$ cat src/rtl/synapse_scheduler_pkg.sv
// Shared neuron datapath definitions: scheduler state encoding and the
// accumulator width that input_align is built for.
package neuron_pkg;

    localparam int unsigned W_DEFAULT = 11;
    localparam int unsigned STEP_W    = 16;

    typedef enum logic [1:0] {
        ST_IDLE    = 2'd0,
        ST_COLLECT = 2'd1,
        ST_FLUSH   = 2'd2
    } sched_state_e;

endpackage

$ cat src/rtl/synapse_scheduler_if.sv
// Requester-side bus of the synapse scheduler: spike requests and weights in,
// grants and the accumulator feed out.
interface synapse_scheduler_if #(
    parameter int unsigned NUM_SYN = 4,
    parameter int unsigned W       = 11
);
    logic [NUM_SYN-1:0]   req;
    logic [NUM_SYN*W-1:0] weight;
    logic [NUM_SYN-1:0]   grant;
    logic [W-1:0]         syn_out;
    logic                 align_en;
    logic                 ovf;

    modport master (
        output req, weight,
        input  grant, syn_out, align_en, ovf
    );

    modport slave (
        input  req, weight,
        output grant, syn_out, align_en, ovf
    );
endinterface

$ cat src/rtl/synapse_scheduler_rr_arbiter.sv
// Combinational round-robin picker: first requester at or after ptr_i,
// counting upward with wrap.
module rr_arbiter #(
    parameter int unsigned NUM_SYN = 4,
    parameter int unsigned IDX_W   = 2
) (
    input  logic [NUM_SYN-1:0] req_i,
    input  logic [IDX_W-1:0]   ptr_i,
    output logic [NUM_SYN-1:0] gnt_o,
    output logic [IDX_W-1:0]   idx_o,
    output logic               valid_o
);

    logic [IDX_W-1:0] cand;

    always_comb begin
        gnt_o   = '0;
        idx_o   = '0;
        valid_o = 1'b0;
        cand    = '0;
        for (int unsigned k = 0; k < NUM_SYN; k++) begin
            cand = IDX_W'((32'(ptr_i) + k) % NUM_SYN);
            if (!valid_o && req_i[cand]) begin
                valid_o     = 1'b1;
                gnt_o[cand] = 1'b1;
                idx_o       = cand;
            end
        end
    end

endmodule

$ cat src/rtl/synapse_scheduler.sv
// Shares the input_align accumulator among NUM_SYN requesters over fixed
// integration windows, with a spike-free flush cycle at each boundary.
module synapse_scheduler
    import neuron_pkg::*;
#(
    parameter int unsigned NUM_SYN = 4,
    parameter int unsigned W       = W_DEFAULT,
    parameter int unsigned WINDOW  = 16
) (
    input  logic              clk,
    input  logic              rst,
    input  logic              start,
    input  logic              stop,
    output logic              busy,
    output logic [STEP_W-1:0] step,
    synapse_scheduler_if.slave bus
);

    localparam int unsigned IDX_W = (NUM_SYN > 1) ? $clog2(NUM_SYN) : 1;
    localparam int unsigned CNT_W = $clog2(WINDOW);
    localparam int unsigned SUM_W = W + 1;
    localparam logic [SUM_W-1:0] ACC_MAX = {1'b0, {W{1'b1}}};

    sched_state_e       state_q, state_d;
    logic [CNT_W-1:0]   win_cnt_q, win_cnt_d;
    logic [IDX_W-1:0]   ptr_q, ptr_d;
    logic               stop_q, stop_d;
    logic [SUM_W-1:0]   sum_q, sum_d;
    logic [NUM_SYN-1:0] grant_q, grant_d;
    logic [W-1:0]       syn_q, syn_d;
    logic               align_q, align_d;
    logic               ovf_q, ovf_d;
    logic               busy_q, busy_d;
    logic [STEP_W-1:0]  step_q, step_d;

    logic [NUM_SYN-1:0] arb_gnt;
    logic [IDX_W-1:0]   arb_idx;
    logic               arb_valid;
    logic [SUM_W:0]     sum_wide;

    rr_arbiter #(
        .NUM_SYN (NUM_SYN),
        .IDX_W   (IDX_W)
    ) u_arb (
        .req_i   (bus.req),
        .ptr_i   (ptr_q),
        .gnt_o   (arb_gnt),
        .idx_o   (arb_idx),
        .valid_o (arb_valid)
    );

    // Next-state, arbitration, shadow sum and registered-output inputs
    always_comb begin
        state_d   = state_q;
        win_cnt_d = win_cnt_q;
        ptr_d     = ptr_q;
        stop_d    = stop_q;
        sum_d     = '0;
        grant_d   = '0;
        syn_d     = '0;
        align_d   = 1'b0;
        ovf_d     = 1'b0;
        busy_d    = 1'b0;
        step_d    = step_q;
        sum_wide  = {1'b0, sum_q} + (SUM_W+1)'(syn_q);

        if (state_q == ST_COLLECT) begin
            sum_d = sum_wide[SUM_W] ? '1 : sum_wide[SUM_W-1:0];
        end

        case (state_q)
            ST_IDLE: begin
                if (start) begin
                    state_d   = ST_COLLECT;
                    win_cnt_d = '0;
                    stop_d    = stop;
                end
            end
            ST_COLLECT: begin
                stop_d    = stop_q | stop;
                win_cnt_d = win_cnt_q + 1'b1;
                if (win_cnt_q == CNT_W'(WINDOW - 2)) begin
                    state_d = ST_FLUSH;
                end
            end
            ST_FLUSH: begin
                if (stop_q || stop) begin
                    state_d = ST_IDLE;
                    stop_d  = 1'b0;
                end else begin
                    state_d   = ST_COLLECT;
                    win_cnt_d = '0;
                end
            end
            default: begin
                state_d = ST_IDLE;
            end
        endcase

        // Outputs are registered from the next state so grants line up with COLLECT cycles
        if (state_d == ST_COLLECT && arb_valid) begin
            grant_d = arb_gnt;
            for (int unsigned i = 0; i < NUM_SYN; i++) begin
                if (arb_gnt[i]) begin
                    syn_d = bus.weight[i*W +: W];
                end
            end
            ptr_d = (arb_idx == IDX_W'(NUM_SYN - 1)) ? '0 : arb_idx + 1'b1;
        end

        align_d = (state_d == ST_FLUSH);
        ovf_d   = align_d && (sum_d > ACC_MAX);
        busy_d  = (state_d != ST_IDLE);
        if (align_d) begin
            step_d = step_q + 1'b1;
        end
    end

    always_ff @(posedge clk) begin
        if (!rst) begin
            state_q   <= ST_IDLE;
            win_cnt_q <= '0;
            ptr_q     <= '0;
            stop_q    <= 1'b0;
            sum_q     <= '0;
            grant_q   <= '0;
            syn_q     <= '0;
            align_q   <= 1'b0;
            ovf_q     <= 1'b0;
            busy_q    <= 1'b0;
            step_q    <= '0;
        end else begin
            state_q   <= state_d;
            win_cnt_q <= win_cnt_d;
            ptr_q     <= ptr_d;
            stop_q    <= stop_d;
            sum_q     <= sum_d;
            grant_q   <= grant_d;
            syn_q     <= syn_d;
            align_q   <= align_d;
            ovf_q     <= ovf_d;
            busy_q    <= busy_d;
            step_q    <= step_d;
        end
    end

    assign bus.grant    = grant_q;
    assign bus.syn_out  = syn_q;
    assign bus.align_en = align_q;
    assign bus.ovf      = ovf_q;
    assign busy         = busy_q;
    assign step         = step_q;

endmodule
$ cat src/flat_wrapper.sv
// flat-port wrapper written by rule: the top's interface ports become plain ports
module synapse_scheduler_flat import neuron_pkg::*;
#(
    parameter int unsigned NUM_SYN = 4,
    parameter int unsigned W       = W_DEFAULT,
    parameter int unsigned WINDOW  = 16
)
  (clk, rst, start, stop, busy, step, bus_req, bus_weight, bus_grant, bus_syn_out, bus_align_en, bus_ovf);
  synapse_scheduler_if #(.NUM_SYN(NUM_SYN), .W(W)) bus_i ();
  input  logic clk;
  input  logic rst;
  input  logic start;
  input  logic stop;
  output logic busy;
  output logic [STEP_W-1:0] step;
  input wire logic [$bits(bus_i.req)-1:0] bus_req;
  input wire logic [$bits(bus_i.weight)-1:0] bus_weight;
  output wire logic [$bits(bus_i.grant)-1:0] bus_grant;
  output wire logic [$bits(bus_i.syn_out)-1:0] bus_syn_out;
  output wire logic [$bits(bus_i.align_en)-1:0] bus_align_en;
  output wire logic [$bits(bus_i.ovf)-1:0] bus_ovf;
  assign bus_i.req = bus_req;
  assign bus_i.weight = bus_weight;
  assign bus_grant = bus_i.grant;
  assign bus_syn_out = bus_i.syn_out;
  assign bus_align_en = bus_i.align_en;
  assign bus_ovf = bus_i.ovf;
  synapse_scheduler #(.NUM_SYN(NUM_SYN), .W(W), .WINDOW(WINDOW)) u_core (.clk(clk), .rst(rst), .start(start), .stop(stop), .busy(busy), .step(step), .bus(bus_i));
endmodule
$ cat config.mk
export PLATFORM = sky130hd
export DESIGN_NAME = synapse_scheduler_flat
export DESIGN_NICKNAME = d
export VERILOG_FILES = /design/src/rtl/synapse_scheduler_pkg.sv /design/src/rtl/synapse_scheduler_if.sv /design/src/rtl/synapse_scheduler_rr_arbiter.sv /design/src/rtl/synapse_scheduler.sv /design/src/flat_wrapper.sv
export SDC_FILE = /design/constraint.sdc
export NUM_CORES = 1
export LEC_CHECK = 0
export CAP_MARGIN = 20
export CORE_UTILIZATION = 55
export CTS_BUF_LIST = sky130_fd_sc_hd__clkbuf_8
export DETAILED_ROUTE_END_ITERATION = 6
export PLACE_DENSITY = 0.9
export SLEW_MARGIN = 20
export SYNTH_ARGS = -nofsm -noshare
export SYNTH_HDL_FRONTEND = slang
export SYNTH_HIERARCHICAL = 1
export SYNTH_SLANG_ARGS = --single-unit
$ cat constraint.sdc
create_clock -name clk -period 9.3 [get_ports clk]
set_clock_uncertainty 0.1 [all_clocks]
set_input_delay 0.93 -clock clk [delete_from_list [all_inputs] [get_ports clk]]
set_output_delay 0.93 -clock clk [all_outputs]
set_load 0.03 [all_outputs]
# Word-level counts from Yosys, hierarchy flattened
# Index checks and enable logic that the tools add are counted.
# op_classes
n_mux,45
n_reduce_logical,19
n_eq_ne,9
n_lt_le_gt_ge,9
n_addsub,7
bitwise,4
# ops
operator,count
11-bit two-way mux,4
12-bit two-way mux,2
4-bit two-way mux,6
"16-bit by 1-bit adder with 16-bit output, second input constant",1
1-bit two-way mux,15
2-bit two-way mux,7
12-bit by 11-bit adder with 13-bit output,1
"12-bit by 11-bit > comparator with 1-bit output, second input constant",1
"2-bit by 3-bit < comparator with 1-bit output, second input constant",4
4-bit OR,3
4-bit one-hot mux with 3 select lines,1
1-bit logical AND,9
1-bit binary-select mux with 2-bit select,4
1-bit demux with 2-bit select,4
"2-bit by 1-bit greater-or-equal comparator with 1-bit output, second input constant",4
"2-bit equality test, second input constant",3
2-bit one-hot mux with 3 select lines,1
3-bit AND reduction,2
"2-bit by 1-bit adder with 2-bit output, second input constant",2
"2-bit adder, second input constant",2
"4-bit by 1-bit adder with 4-bit output, second input constant",1
"2-bit by 1-bit equality test with 1-bit output, second input constant",2
"4-bit equality test, second input constant",1
"2-bit != test, second input constant",2
9 further kinds,11
# totals
input_bits,52
ff_bits,55
word_cells,104

# Depth between registers and ports, before layout
# Gate-level depths: netlist of run 1.
# depth
word_depth,16
depth_mapped,14
depth_no_buf,12

# Hierarchy
# Netlist of run 1, hierarchy kept.
# modules_own_cells
mod,area_per_inst_um2,cells_per_inst,seq_area_each_um2,instances
synapse_scheduler,2872.8,332,1101.1,1
rr_arbiter,419.2,45,0.0,1

# Worst setup path before layout of run 1
# OpenSTA, ideal clock, no wires.
# synth_path
kind,input-to-reg
startpoint,input bus_req[2]
endpoint,"register u_core.syn_q[0], in the netlist u_core/bus.syn_out[0]"
arrival_time_ns,2.873
required_time_ns,9.086
n_path_buf,2
slack_ns,6.213
cell_stages,11
cell_sequence,mux4_2 buf_6 and2b_2 a22oi_1 o21ai_0 nor2b_1 clkbuf_1 a221oi_1 nor3_1 a21oi_1 nor2_1
# synth_rtl
item,line_no,rtl
from (decl),flat_wrapper.sv:16,input wire logic [$bits(bus_i.req)-1:0] bus_req;
1-bit binary-select mux with 2-bit select,synapse_scheduler_rr_arbiter.sv:23,if (!valid_o && req_i[cand]) begin
1-bit two-way mux (not written as such),synapse_scheduler_rr_arbiter.sv:23,
1-bit two-way mux,synapse_scheduler_rr_arbiter.sv:23,
1-bit logical NOT,synapse_scheduler_rr_arbiter.sv:23,
1-bit logical AND,synapse_scheduler_rr_arbiter.sv:23,
1-bit two-way mux,synapse_scheduler_rr_arbiter.sv:23,
1-bit logical NOT,synapse_scheduler_rr_arbiter.sv:23,
1-bit logical AND,synapse_scheduler_rr_arbiter.sv:23,
1-bit two-way mux,synapse_scheduler_rr_arbiter.sv:23,
1-bit logical NOT,synapse_scheduler_rr_arbiter.sv:23,
1-bit logical AND,synapse_scheduler_rr_arbiter.sv:23,
4-bit two-way mux *,synapse_scheduler_rr_arbiter.sv:23,
net u_core.arb_gnt[1],synapse_scheduler.sv:36,logic [NUM_SYN-1:0] arb_gnt;
11-bit two-way mux * (3 in a row),synapse_scheduler.sv:104,if (arb_gnt[i]) begin
to (signal assigned),synapse_scheduler.sv:139,syn_q <= syn_d;
to (decl),synapse_scheduler.sv:30,"logic [W-1:0] syn_q, syn_d;"
# Mark *: on every way through the listed nets, which the timed path passes. The rest lies on a longest branch. The select of a mux whose other input is x is not followed.
# A chain may end at the register's enable or synchronous reset.

# Worst setup path after layout of run 1
# layout_path
startpoint,input bus_req[0]
endpoint,"register u_core.syn_q[8], in the netlist u_core/bus.syn_out[8]"
# The elaborated chain is that of the path after synthesis.

==> impl_metrics.tcl, run 1 <==
set metrics [dict create \
    area_growth_pct 29.72 \
    clkLatencyLatePin_ps 310 \
    worst_slew_pin_slew_ps 760.9 \
    post_cts_buffers 0 \
    route.detailed.drc 0 \
    endpoint_kind "flip-flop" \
    core_um2 5642 \
    crit_arrival_ps 4020 \
    nets 533 \
    avgRoutedWirePerCell_um 15.32 \
    stdcell_count 528 \
    irDropWorstVdd_mv 0.2259 \
    cp_slowest_cell "mux4_1" \
    yosys.area.top_type "dfxtp_1" \
    cts_tree "yes" \
    yosys_register_bits 55 \
    synth_edf_count 0 \
    relSlewSlack_pct 49.12 \
    holdBufCountCts 0 \
    clkTransAtPathRegs_ps 90 \
    ant_nets 0 \
    cts_buffers 5 \
    io_buffers 85 \
    finalHoldViolCount 0 \
    floorplan.initialDensity_pct 58.35 \
    via_per_inst 5.828 \
    first_iter_violations 178 \
    critPathBufInv 2 \
    cts-root-buf "clkbuf_8" \
    crit_chain "clkdlybuf4s50_1, mux4_1, and2b_2, a22oi_1, o21ai_0, buf_4, nor2b_1, a221oi_1, nor3_1, a21oi_1, nor2_1" \
    async_reset_ff_share_pct 0 \
    critPathLaunchType "input port" \
    critical_path.max_fanout 14 \
    grt_pass1_wl_mm 12.79 \
    synth_top_area_share_pct 33.45 \
    rsz0062_at_grt "no" \
    post-route-min-period_ps 3878 \
    first_pass_iters 6 \
    fmax_ghz 0.2579 \
    die-area_um2 6299 \
    fin_tns_setup_ps 0 \
    reg2reg_slack_ps 5520 \
    critPathTopFamily "simple AND/OR/NAND/NOR gates" \
    avgSynthCellArea_um2 8.732 \
    dp_hpwl_mm 5.973 \
    powerDensity_nw_per_um2 244.3 \
    ys_seq_area_share_pct 33.45 \
    wl_mm 8.088 \
    dpl_cell_area_um2 4168 \
    place_ws_ps 5181 \
    leakagePower_nw 1.760 \
    place_inst 521 \
    syn_area_um2 3292 \
    final_cell_area_um2 4270 \
    hold_ws_ps 433.1 \
    grt.overflow.total 0 \
    synthFlopType "dfxtp_1" \
    antennaDiodeCount 0 \
    hold_class "reg2reg" \
    first_global_vias 2758 \
    place_congestion 0.9066 \
    critical_path_class "in2reg" \
    clock-sinks 55 \
    grt_max_degree 28 \
    cpPeakStageDelay_ps 630 \
    rows 27 \
    vias 3077 \
    post-route-period-util_pct 41.69 \
    cts_htree_levels 2 \
    p_total_mw 1.043 \
    cts_resized 0 \
    drv_cap 0 \
    layout-drive-gt1-share_pct 5.044 \
    cp_data_required_time_ps 9440 \
    clockBufferDepth 2 \
    synth.distinct_cells 54 \
    synthCells 377 \
    track_usage_pct 25.57 \
    die_h_um 79.37 \
    setup_viol 0 \
    finish.utilization_pct 75.69 \
    yosysWarnings 6 \
    die_x_um 79.37 \
    outcome "finished, final reports clean" \
    drv_slew 0 \
    ioPinCount 86 \
    synth_nets 454 \
    layout_setup_ws_ps 5422 \
    synthTopCellsByArea "dfxtp_1 (33%), ha_1 (9.1%), a21oi_1 (5.5%)" \
    antenna_found_initial 0 \
]
[layer usage]
metal | vias to the layer above | wire (um) | global-route usage, %
li1 | 1517 | - | -
met1 | 1438 | 3530 | 32.76
met2 | 110 | 4128 | 45.17
met3 | 12 | 352 | 3.218
met4 | 0 | 76 | 6.364
met5 | - | 0 | 0
[report_power, final]
part / switching (mW) / internal, mW
logic: 0.338 / 0.249
registers: 0.0345 / 0.266
clock network: 0.0777 / 0.0781
total: 0.450 / 0.593
[flip-flops by register name, indices dropped and copies added (netlist names)]
register and count:
u_core/state_q 2, u_core/bus.ovf 1, u_core/win_cnt_q 4, u_core/bus.align_en 1, u_core/stop_q 1, u_core/sum_q 12
u_core/busy 1, u_core/bus.grant 4, u_core/bus.syn_out 11, u_core/ptr_q 2, u_core/step 16
[final cells by class]
| cell class | count | area (um^2) |
|---|---|---|
| Inverter | 14 | 52.55 |
| Fill cell | 402 | 1371 |
| Multi-Input combinational cell | 292 | 2051 |
| Timing Repair Buffer | 88 | 873.3 |
| Clock buffer | 5 | 68.82 |
| Tap cell | 72 | 90.09 |
| Clock inverter | 2 | 33.78 |
| Sequential cell | 55 | 1101 |
[layout by cell type (no fill, tap or decap), types with 5 or more instances in the layout]
cell type	count
a221oi_1	10
nor2_1	35
xnor2_1	6
a21oi_1	36
o21ai_0	12
a21o_1	6
nand3_1	10
ha_1	24
nor3_1	21
and2_1	15
dfxtp_1	55
nand2_1	21
xor2_1	16
clkdlybuf4s50_1	85
nor2b_1	6
a22oi_1	8
nand2b_1	5
clkbuf_8	5
and3_1	5
inv_1	15
[logic make-up after synthesis]
| kind of cell | synth area share (%) |
|---|---|
| compound gates | 19.27 |
| xor+xnor | 5.853 |
| buf+inv | 4.257 |
| simple gates | 22.88 |
| mux | 4.561 |
| fa+ha+maj | 9.730 |
| flops | 33.45 |
[final timing paths]
kind / from / to / cells past startpoint
setup / recovery: bus_req[0] / u_core/bus.syn_out[8] / 11
hold / removal: u_core/stop_q / u_core/stop_q / 2
setup reg to reg: u_core/ptr_q[0] / u_core/bus.syn_out[8] / 12
hold reg to reg: u_core/stop_q / u_core/stop_q / 2
[tightest hold or removal path: cells and delay by family (launching register included)]
kind / cells / cell delay [ps]
simple gates: 1 / 80
flops: 1 / 370
compound gates: 1 / 50
[synth_stat cells (5+ instances only)]
master	number
dfxtp_1	55
a21oi_1	36
nor2_1	35
ha_1	24
nand2_1	21
nor3_1	21
xor2_1	16
and2_1	15
inv_1	14
o21ai_0	13
clkbuf_1	11
a221oi_1	10
nand3_1	10
a22oi_1	8
a21o_1	6
nor2b_1	6
xnor2_1	6
and3_1	5
nand2b_1	5
(Power assumes the default switching activity.)
==> run 2, diff against run 1 <==
--- a/config.mk
+++ b/config.mk
@@ -6,10 +6,10 @@
 export NUM_CORES = 1
 export LEC_CHECK = 0
 export CAP_MARGIN = 20
-export CORE_UTILIZATION = 55
+export CORE_UTILIZATION = 51
 export CTS_BUF_LIST = sky130_fd_sc_hd__clkbuf_8
 export DETAILED_ROUTE_END_ITERATION = 6
-export PLACE_DENSITY = 0.9
+export PLACE_DENSITY = 0.84
 export SLEW_MARGIN = 20
 export SYNTH_ARGS = -nofsm -noshare
 export SYNTH_HDL_FRONTEND = slang
==> constraint.sdc (replaced) <==
create_clock -name clk -period 4 [get_ports clk]
set_clock_uncertainty 0.1 [all_clocks]
set_input_delay 0.4 -clock clk [delete_from_list [all_inputs] [get_ports clk]]
set_output_delay 0.4 -clock clk [all_outputs]
set_load 0.03 [all_outputs]
==> run 2 against run 1 <==
Net effect:
- first-iteration DRC count shrank 25%
- sequential share of layout area fell by 0.22 points
- via count shrank 2.6%
- utilization fell by 4.6 points
- die area is 7.6% higher
- count of clock-buffer cells in the layout up 1
- sequential power is 130% higher
- hold slack worse by 29 ps
- non-clock buffer count is 2 higher
- combinational power up 130%
- register-to-register slack worse by 5000 ps
- setup slack got worse by 4900 ps
- largest power group unchanged
==> impl_metrics.tcl, run 2 (same netlist as run 1, synthesis figures left out) <==
set metrics [dict create \
    crit_arrival_ps 3670 \
    use_met1_pct 30.72 \
    drv_slew 0 \
    reg2reg_slack_ps 480 \
    irDropWorstVdd_mv 0.4691 \
    avgRoutedWirePerCell_um 14.25 \
    clkTransAtPathRegs_ps 100 \
    die_x_um 82.34 \
    layout_setup_ws_ps 484.0 \
    first_iter_violations 134 \
    ant_nets 0 \
    leakagePower_nw 1.778 \
    largest_reg_flops 16 \
    core_um2 6061 \
    post_cts_buffers 0 \
    route.detailed.drc 0 \
    final_cell_area_um2 4308 \
    first_pass_iters 4 \
    nets 535 \
    holdBufCountCts 0 \
    groute.layer.met3.usage_pct 3.187 \
    clkLatencyLatePin_ps 310 \
    dpl_cell_area_um2 4187 \
    hold_class "reg2reg" \
    place_ws_ps 474.8 \
    place_congestion 0.8910 \
    powerDensity_nw_per_um2 567.3 \
    antennaDiodeCount 0 \
    critPathLaunchType "flip-flop" \
    p_total_mw 2.444 \
    cts_resized 0 \
    via_per_inst 5.612 \
    endpoint_kind "flip-flop" \
    relSlewSlack_pct 50.25 \
    cts-root-buf "clkbuf_8" \
    fin_tns_setup_ps 0 \
    worst_slew_pin_slew_ps 744.0 \
    die_h_um 82.34 \
    dp_hpwl_mm 5.756 \
    clockBufferDepth 2 \
    setup_viol 0 \
    critical_path_class "reg2reg" \
    track_usage_pct 23.37 \
    final_cell_mix "clkdlybuf4s50_1 (85), dfxtp_1 (55), a21oi_1 (36)" \
    post-route-period-util_pct 87.90 \
    fmax_ghz 0.2844 \
    floorplan.initialDensity_pct 54.31 \
    vias 2997 \
    first_global_vias 2632 \
    antenna_found_initial 0 \
    critical_path.max_fanout 10 \
    grt.overflow.total 0 \
    grt_pass1_wl_mm 12.12 \
    clock-sinks 55 \
    area_growth_pct 30.86 \
    rsz0062_at_grt "no" \
    cp_data_required_time_ps 4150 \
    grt_max_degree 28 \
    post-route-min-period_ps 3516 \
    wl_mm 7.609 \
    cts_htree_levels 2 \
    io_buffers 85 \
    top_usage_layer "met2" \
    rows 28 \
    drv_cap 0 \
    layout-drive-gt1-share_pct 6.100 \
    die-area_um2 6780 \
    cts_tree "yes" \
    cts_buffers 5 \
    outcome "finished, final reports clean" \
    grt_use_met2_pct 39.26 \
    final_common_cell "clkdlybuf4s50_1" \
    ioPinCount 86 \
    finalHoldViolCount 0 \
]
## run 2: changes by cell type in the layout (fill, tap and decap cells not counted), sizes merged
| cell | before | now |
|---|---|---|
| buf | 3 | 5 |
| clkbuf | 5 | 6 |
| clkinv | 0 | 1 |
| inv | 15 | 14 |
## run 2: power by group
part | internal, mW | switching, mW | total, mW
clock | 0.203 | 0.185 | 0.388
combinational | 0.592 | 0.782 | 1.37
sequential | 0.619 | 0.0630 | 0.682
## run 2: worst paths after layout
kind | startpoint | end | cells past startpoint
max | u_core/ptr_q[1] | u_core/bus.syn_out[4] | 11
min | u_core/stop_q | u_core/stop_q | 2
max reg2reg | u_core/ptr_q[1] | u_core/bus.syn_out[4] | 11
min reg2reg | u_core/stop_q | u_core/stop_q | 2
## run 2: final cells by class
| class | instances | area (um^2) |
|---|---|---|
| multi-input combinational | 292 | 2054 |
| sequential | 55 | 1101 |
| tap | 75 | 93.84 |
| clock buffer | 6 | 82.58 |
| inverter | 14 | 52.55 |
| timing repair buffer | 90 | 888.4 |
| fill | 480 | 1753 |
| clock inverter | 2 | 35.03 |
## run 2: critical path: stages, from the launching register on
cell and delay (ps):
dfxtp_1 520, inv_1 170, ha_1 390, mux4_2 440
nor4b_4 400, a22oi_1 110, o21ai_0 150, nor2b_1 590
a221oi_1 210, nor3_1 200, a21oi_1 80, nor2_1 100
## run 2: layer usage
metal,share of wire [%],vias to the layer above
met4,1.8,0
met2,49,69
li1,-,1520
met3,4.1,11
met5,0,-
met1,45,1397
## run 2: per-stage QoR
step / util, % / instances / hold WS (ps)
after floorplan: - / 377 / 354.2
after global placement: 69.08 / 526 / 376.1
after detailed placement: 69.08 / 526 / 385.8
after CTS: 71.02 / 534 / 409.3
after global routing: 71.08 / 534 / 446.1
final: 71.08 / 534 / 404.3
==> run 3, diff against run 2 <==
--- a/config.mk
+++ b/config.mk
@@ -6,12 +6,11 @@
 export NUM_CORES = 1
 export LEC_CHECK = 0
 export CAP_MARGIN = 20
-export CORE_UTILIZATION = 51
+export CORE_UTILIZATION = 52
 export CTS_BUF_LIST = sky130_fd_sc_hd__clkbuf_8
 export DETAILED_ROUTE_END_ITERATION = 6
 export PLACE_DENSITY = 0.84
 export SLEW_MARGIN = 20
 export SYNTH_ARGS = -nofsm -noshare
 export SYNTH_HDL_FRONTEND = slang
-export SYNTH_HIERARCHICAL = 1
 export SYNTH_SLANG_ARGS = --single-unit
==> run 3 against run 2 <==
Net effect:
- the run now ends with design-rule violations left
- register-to-register slack better by 90 ps
- via count up 11%
- total power down 18%
- count of clock-buffer cells in the layout unchanged
- critical path depth down 3
- design area up 4.4%
- global-route usage up 2.9 points
- area after synthesis up 6.8%
- utilization down 1.0 points
- first-iteration DRC count up 33%
- critical path type unchanged
- critical endpoint is now u_core.bus.syn_out[6]
==> impl_metrics.tcl, run 3 <==
set metrics [dict create \
    holdBufCountCts 0 \
    critical_path_class "reg2reg" \
    synth_top_area_share_pct 31.31 \
    timing.rr.end "u_core.bus.syn_out[6]" \
    wl_mm 9.000 \
    antenna_found_initial 0 \
    critPathLaunchType "flip-flop" \
    synthTopCellsByArea "dfxtp_1 (31%), ha_1 (8.2%), a21oi_1 (4.7%)" \
    vias 3331 \
    place_ws_ps 536.9 \
    worst_slew_pin_slew_ps 915.7 \
    rr_worst_depth 8 \
    yosys.area.top_type "dfxtp_1" \
    area_growth_pct 27.93 \
    grt_max_degree 27 \
    relSlewSlack_pct 38.96 \
    fin_tns_setup_ps 0 \
    violations "design-rule violations" \
    die_x_um 84.24 \
    core_um2 6422 \
    clock-sinks 55 \
    worstHoldStart "u_core.stop_q" \
    cts_resized 0 \
    synth_edf_count 0 \
    place_inst 555 \
    route.detailed.drc 12 \
    post-route-period-util_pct 85.76 \
    avgRoutedWirePerCell_um 15.99 \
    yosysWarnings 0 \
    hold_depth 2 \
    yosys_register_bits 55 \
    cts_buffers 5 \
    dp_hpwl_mm 6.922 \
    leakagePower_nw 1.723 \
    grt_pass1_wl_mm 15.01 \
    reg2reg_slack_ps 570 \
    cts-root-buf "clkbuf_8" \
    dpl_cell_area_um2 4404 \
    endpoint_kind "flip-flop" \
    synth_nets 483 \
    p_total_mw 2.005 \
    hold_ws_ps 376.8 \
    avgSynthCellArea_um2 8.642 \
    ant_nets 0 \
    largest_reg_flops 16 \
    powerDensity_nw_per_um2 445.7 \
    drv_slew 0 \
    layout-drive-gt1-share_pct 6.584 \
    final_cell_mix "clkdlybuf4s50_1 (85), dfxtp_1 (55), a21oi_1 (33)" \
    first_iter_violations 178 \
    finalHoldViolCount 0 \
    track_usage_pct 26.26 \
    antennaDiodeCount 0 \
    outcome "finished, violations left" \
    crit_arrival_ps 3520 \
    drv_cap 0 \
    ys_seq_area_share_pct 31.31 \
    floorplan.initialDensity_pct 54.76 \
    die-area_um2 7096 \
    critical_path.max_fanout 13 \
    via_per_inst 5.917 \
    ioPinCount 86 \
    io_buffers 85 \
    rows 29 \
    grt.overflow.total 0 \
    synthCells 407 \
    layout_setup_ws_ps 569.6 \
    syn_area_um2 3517 \
    hold_class "reg2reg" \
    post-route-min-period_ps 3430 \
    cts_tree "yes" \
    place_congestion 0.8876 \
    final_cell_area_um2 4499 \
    cts_htree_levels 2 \
    clockBufferDepth 2 \
    synth.cells.most_frequent "dfxtp_1 (55), a21oi_1 (33), nand2_1 (25), ha_1 (23), inv_1 (21)" \
    synthFlopType "dfxtp_1" \
    setup_viol 0 \
    clkLatencyLatePin_ps 310 \
    synth.distinct_cells 60 \
    async_reset_ff_share_pct 0 \
    irDropWorstVdd_mv 0.2583 \
    finish.utilization_pct 70.06 \
    fmax_ghz 0.2915 \
    first_global_vias 3204 \
    final_common_cell "clkdlybuf4s50_1" \
    nets 561 \
    die_h_um 84.24 \
    min_to "u_core.stop_q" \
    first_pass_iters 7 \
    post_cts_buffers 0 \
    clkTransAtPathRegs_ps 100 \
    synth_most_common_cell "dfxtp_1" \
    rsz0062_at_grt "no" \
    stdcell_count 563 \
    cp_data_required_time_ps 4090 \
]
-- run 3: cell count changes in the layout (fill, tap and decap cells not counted), sizes merged, moves of 8 or more --
cell and delta:
o2bb2ai +9, nor3b +10, a221oi -10, inv +8, nor3 -12, a211oi +14, o21ai +9, nor2 -16
-- run 3: final cells by class --
type	instances	area [um^2]
clock buffer	6	82.58
sequential	55	1101
inverter	21	78.83
clock inverter	2	12.51
timing repair buffer	91	895.9
tap	77	96.34
fill	507	1923
multi-input combinational	311	2232
-- run 3: power by group --
part	switching, mW	internal (mW)	total, mW	leakage, nW
Clock	0.187	0.140	0.328	0.0526
Sequential	0.0391	0.607	0.646	0.446
Combinational	0.605	0.426	1.03	1.22
-- run 3: critical path, cell delays in order, from the launching register on --
cell and delay (ps):
dfxtp_1 340, inv_1 90, ha_1 540, mux4_2 700, a221o_1 380, a211oi_2 620
nor3b_1 120, a211oi_1 310, o2bb2ai_1 110
-- run 3: cells by family after synthesis --
family	count (synthesis)	synth area share [%]
flip-flops	55	31.31
AO/OA/AOI/OAI	119	22.80
AND/OR/NAND/NOR	132	20.99
buffers and inverters	41	5.230
XOR/XNOR	23	5.727
adder cells (fa/ha/maj)	24	8.751
multiplexers	13	5.194
-- run 3: how the worst max path moves through the flow --
stage	slack, ps	startpoint	depth (start not counted)	endpoint
floorplan	1030	u_core.ptr_q[1]	11	u_core.bus.syn_out[10]
global placement	680	bus_req[2]	7	u_core.bus.syn_out[4]
detailed placement	540	bus_req[2]	7	u_core.bus.syn_out[6]
CTS	610	flip-flop	8	u_core.bus.syn_out[6]
global route	390	flip-flop	8	u_core.bus.syn_out[6]
finish	570	flip-flop	8	u_core.bus.syn_out[6]
-- run 3: routing by layer --
layer  vias to the layer above  track usage (%)  share of wire [%]
met2                        87            44.63                 49
met4                         0            8.777                2.1
li1                       1634                -                  -
met1                      1596            34.17                 43
met3                        14            4.031                5.0
met5                         -                0                  0
